`src/rtl/demux1x2_n_reg.sv`:
```
// demux1x2_n_reg: registered 1-to-2 demultiplexer with valid/ready handshakes.
// Each accepted word goes to OUT0 or OUT1 according to SEL and sits in a
// one-entry holding register until that destination takes it.
// Optional feature macro: DEMUX_CONTAGEM_EN adds per-destination
// delivered-word counters (contagem0/contagem1, CNT_BITS wide, wrapping).
module demux1x2_n_reg #(
    parameter int BITS     = 4,
    parameter int CNT_BITS = 8
) (
    input  logic            clock,
    input  logic            reset,
    input  logic [BITS-1:0] D,
    input  logic            SEL,
    input  logic            entrada_valida,
    output logic            entrada_pronta,
    output logic [BITS-1:0] OUT0,
    output logic            valido0,
    input  logic            pronto0,
    output logic [BITS-1:0] OUT1,
    output logic            valido1,
    input  logic            pronto1
`ifdef DEMUX_CONTAGEM_EN
    ,
    output logic [CNT_BITS-1:0] contagem0,
    output logic [CNT_BITS-1:0] contagem1
`endif
);

    // Per-destination holding register state.
    typedef enum logic {
        VAZIO = 1'b0,
        CHEIO = 1'b1
    } estado_t;

    logic [1:0] pronto_vec;
    logic [1:0] valido_vec;
    logic [1:0] load_vec;

    assign pronto_vec = {pronto1, pronto0};

    // A destination can take a new word when it is empty or is being drained
    // this very cycle; only the selected destination matters.
    assign entrada_pronta = SEL ? (~valido1 | pronto1) : (~valido0 | pronto0);

    // Decode the input transfer into a per-destination load strobe. An unknown
    // SEL matches neither branch, so no register is loaded.
    always_comb begin
        load_vec = 2'b00;
        if (entrada_valida && entrada_pronta) begin
            if (SEL == 1'b0) begin
                load_vec[0] = 1'b1;
            end else if (SEL == 1'b1) begin
                load_vec[1] = 1'b1;
            end
        end
    end

    generate
        for (genvar gi = 0; gi < 2; gi++) begin : g_saida
            estado_t         state_reg;
            estado_t         state_next;
            logic [BITS-1:0] data_reg;
            logic [BITS-1:0] data_next;
            logic            entrega;

            // Word leaves the holding register when the destination is ready.
            assign entrega = (state_reg == CHEIO) && pronto_vec[gi];

            // Next-state logic: a load always wins (and replaces a word being
            // delivered in the same cycle), otherwise a delivery empties the slot.
            always_comb begin
                state_next = state_reg;
                data_next  = data_reg;
                case (state_reg)
                    VAZIO: begin
                        if (load_vec[gi]) begin
                            state_next = CHEIO;
                            data_next  = D;
                        end
                    end
                    CHEIO: begin
                        if (load_vec[gi]) begin
                            state_next = CHEIO;
                            data_next  = D;
                        end else if (entrega) begin
                            state_next = VAZIO;
                        end
                    end
                    default: begin
                        state_next = VAZIO;
                    end
                endcase
            end

            // State and data registers; reset discards any pending word.
            always_ff @(posedge clock) begin
                if (reset) begin
                    state_reg <= VAZIO;
                    data_reg  <= '0;
                end else begin
                    state_reg <= state_next;
                    data_reg  <= data_next;
                end
            end

            assign valido_vec[gi] = (state_reg == CHEIO);

`ifdef DEMUX_CONTAGEM_EN
            logic [CNT_BITS-1:0] cnt_reg;

            // Delivered-word counter; reset has priority so a delivery in the
            // reset cycle is not counted. Wraps naturally.
            always_ff @(posedge clock) begin
                if (reset) begin
                    cnt_reg <= '0;
                end else if (entrega) begin
                    cnt_reg <= cnt_reg + 1'b1;
                end
            end
`endif
        end
    endgenerate

    assign OUT0    = g_saida[0].data_reg;
    assign OUT1    = g_saida[1].data_reg;
    assign valido0 = valido_vec[0];
    assign valido1 = valido_vec[1];

`ifdef DEMUX_CONTAGEM_EN
    assign contagem0 = g_saida[0].cnt_reg;
    assign contagem1 = g_saida[1].cnt_reg;
`endif

endmodule

```
`config.mk`:
```
export PLATFORM = sky130hd
export DESIGN_NAME = demux1x2_n_reg
export DESIGN_NICKNAME = d
export VERILOG_FILES = /design/src/rtl/demux1x2_n_reg.sv
export SDC_FILE = /design/constraint.sdc
export NUM_CORES = 1
export LEC_CHECK = 0
export BUFFER_PORTS_ARGS = -buffer_cell sky130_fd_sc_hd__buf_2
export CORE_AREA = 5 5 42 44
export DETAILED_ROUTE_END_ITERATION = 10
export DIE_AREA = 0 0 47 49
export GPL_ROUTABILITY_DRIVEN = 1
export MAX_ROUTING_LAYER = met4
export PLACE_DENSITY = 0.7
export SETUP_SLACK_MARGIN = 0.4
export SLEW_MARGIN = 20
export SYNTH_ARGS = -nofsm -noshare
export SYNTH_HDL_FRONTEND = slang
export SYNTH_SLANG_ARGS = --single-unit
```
`constraint.sdc`:
```
create_clock -name clock -period 2.4 [get_ports clock]
set_input_delay 0.48 -clock clock [delete_from_list [all_inputs] [get_ports clock]]
set_output_delay 0.48 -clock clock [all_outputs]
set_load 0.01 [all_outputs]
```
# Word level (Yosys, flattened, before mapping)
# Index checks and enable logic that the tools add are counted.
[totals]
ff_bits = 10
wordCells = 25
output_inout_bits = 11
inputBits = 10
[op_classes]
mux = 14
reduce_logical = 3
bitwise = 4
[ops]
columns = ["operator", "count"]
rows = [
  ["$mux 1", 9],
  ["$mux 4", 2],
  ["$pmux 1 s2", 2],
  ["$logic_and 1x1->1", 3],
  ["$mux 2", 1],
  ["$not 1->1", 2],
  ["$or 1x1->1", 2],
]

# Depth between registers and ports, before layout
[depth]
ltp_word = 7
mapped_depth = 4
depth_no_buf = 3

# Least setup slack after synthesis
# OpenSTA, ideal clock, no wires.
[synth_path]
path_kind = "input-to-output"
startpoint = "input port pronto1"
endpoint = "output port entrada_pronta"
path_buffers = 0
t_arrival_ps = 931
slack_ps = 989
cell_stages = 2
cell_sequence = "nand2b_1 mux2_2"
[synth_via]
elab_chain_cells = 2
[synth_lines]
columns = ["element", "line", "source"]
rows = [
  ["from (decl)", "21", "input logic pronto1"],
  ["$or 1x1->1", "43", "assign entrada_pronta = SEL ? (~valido1 | pronto1) : (~valido0 | pronto0);"],
  ["$mux 1", "43", ""],
  ["to (decl)", "15", "output logic entrada_pronta,"],
]
# Every way passes these cells.

# Final worst setup path
# Same ends and word-level chain as after synthesis.

==> out/metrics.cfg <==
[run_status]
outcome = finished, final reports clean

[cts]
cts_tree = done
clock-sinks = 10
cts_buffers = 3
clkLatencyLatePin_ps = 250
clk_pin_slew_ps = 60
cts_setup_buffers = 0
ctsHoldBuffers = 0
cts_root_buffer = clkbuf_4
cts_buffer_depth = 2
ctsResizeCount = 0
h-tree-depth = 1

[global_routing]
grt_max_degree = 15
grt_overflow_total = 0
grt_pass1_wl_mm = 1.52
track_usage_pct = 9.40
antenna_found_initial = 0
grt_pass1_vias = 375

[critical_path]
cp.arrival_ps = 1150
crit_type = input pin to output pin
worstSetupEndpointType = output pin
cp_max_fo = 3
reg2reg_slack_ps = 1490
r2r_start = valido0$_SDFF_PP0_
worst-r2r-cell-count = 3
start_kind = input pin
required_ps = 1920
regToRegEndpoint = OUT0[0]$_SDFFE_PP0P_

[timing]
finalMaxSlewViolations = 0
hold_viol_final = 0
max_freq_ghz = 0.613
finalSetupTns_ps = 0
relSlewSlack_pct = 87.9
finalCritPeriodShare_pct = 68.0
final-setup-viol-count = 0
tightestPinTransition_ps = 182
rsz0062_at_grt = no
clock-skew-final_ps = 2.29
period_needed_ps = 1630

[floorplanning]
core_area_um2 = 1400
fp.dieArea_um2 = 2300
num_io_pins = 21
die_w_um = 47
rows = 14
fp.dieH_um = 49
initial_core_util_pct = 32.1

[synth]
synth.distinct_cells = 10
yosysWarnings = 0
syn_area_um2 = 449
ys_top_cells_by_area = dfxtp_1 (45%), nand2b_1 (18%), mux2i_1 (18%)
syn_avg_cell_area_um2 = 11.2
synth_nets = 50
synth_seq_cells = 10
synth_top_area_share_pct = 44.6
yosysSeqAreaShare_pct = 44.6
yosys.area.top_type = dfxtp_1
netlist_instances = 40

[hold_path]
hold_start = OUT0[3]$_SDFFE_PP0P_
hold_depth = 2
hold_class = flop to flop
holdPathEnd = OUT0[3]$_SDFFE_PP0P_

[finish]
layout.area.seq_um2 = 200
antenna_cells = 0
multi_input_comb_area_um2 = 234
final_cell_area_um2 = 591
nets = 73
final_layout_size_suffix_gt1_share_pct = 46.8
synthToLayoutAreaGrowth_pct = 31.5
fillers = 147

[detailed_routing]
wl_per_cell_um = 10.6
drcViolationCount = 0
viasPerCell = 4.37
wl_um = 823
ant_nets = 0
vias = 341
first_pass_iters = 2
drt_iter0_markers = 3

[place]
gp_routability_congestion = 0.636
port_buffers = 20
placedInstanceArea_um2 = 554

[power]
switching_share_pct = 21.6
power.density_nw_per_um2 = 633
intPower_w = 0.000293
seqPwrFrac_pct = 47.9
combPwrFrac_pct = 13.4
p_leak_nw = 0.298
clockPowerShare_pct = 38.7
irDropWorstVdd_mv = 0.462
p_sw_w = 0.0000806

[flow_run]
maxCapViolations = 0

[power by group through the flow]
stage | logic (W) | clock network, W | registers, W
after floorplan | 0.0000273 | 0 | 0.000187
after global placement | 0.0000506 | 0 | 0.000183
after detailed placement | 0.0000514 | 0 | 0.000183
after CTS | 0.0000515 | 0.000151 | 0.000179
after global routing | 0.0000562 | 0.000166 | 0.000180
final | 0.0000500 | 0.000145 | 0.000179
[through the flow]
| step | power (W) | utilization [%] | setup slack [ps] | instances | hold slack (ps) |
|---|---|---|---|---|---|
| global placement | 0.000233 | 39.6 | 785 | 74 | 457 |
| floorplan | 0.000215 | - | 989 | 40 | 493 |
| detailed placement | 0.000234 | 39.6 | 767 | 74 | 457 |
| global route | 0.000403 | 42.1 | 728 | 78 | 501 |
| CTS | 0.000382 | 42.1 | 761 | 78 | 475 |
| finish | 0.000374 | 42.1 | 769 | 78 | 469 |
[synth_stat cells, drive strengths merged]
cell type and instances:
a21oi 2, buf 1, clkbuf 1, dfxtp 10, mux2 1, mux2i 8
nand2b 15, nand3 1, nor2b 1
[cells in the final DEF, fill, tap and decap left out]
master	instances
buf_2	20
nand2b_1	13
dfxtp_1	10
mux2i_1	8
clkbuf_4	3
nand2b_4	2
a21oi_1	2
mux2_2	1
nor2b_4	1
nand3_2	1
clkbuf_8	1
[logic make-up (layout without fill, tap and decap cells)]
kind of cell    count (synthesis)  after routing  share of synthesized area (%)
simple gates                   17             17                           29.5
compound gates                  2              2                           2.23
mux                             9              9                           20.3
flops                          10             10                           44.6
buf+inv                         2             24                           3.34
[worst max-delay path, stage by stage]
cell and delay, ps:
buf_2 90, nand2b_1 170, mux2_2 270, buf_2 140
[cell type report]
class                   instances  share of cell area, %
multi-input cells              28                   39.6
flip-flops and latches         10                   33.9
repair buffers                 20                   16.9
clock buffers                   4                   6.14
well taps                      16                   3.39
[worst max-delay path by stage]
stage                  from        endpoint  slack (ps)  depth (start not counted)
CTS                 pronto1  entrada_pronta         760                          4
global placement    pronto1  entrada_pronta         780                          4
floorplan           pronto1  entrada_pronta         990                          2
detailed placement  pronto1  entrada_pronta         770                          4
global route        pronto1  entrada_pronta         730                          4
finish              pronto1  entrada_pronta         770                          4
[registers in the layout (all words and copies together), names as in the netlist]
register / flops
OUT0: 4
valido0: 1
OUT1: 4
valido1: 1
[per-layer routing]
metal	up-vias	global-route usage (%)	part of all wire, %
met5	-	-	0
met2	16	14.3	47
li1	175	-	-
met1	148	10.2	42
met4	0	5.53	1.7
met3	2	3.32	9.7
Note: power is estimated with default switching activity, not from simulation.
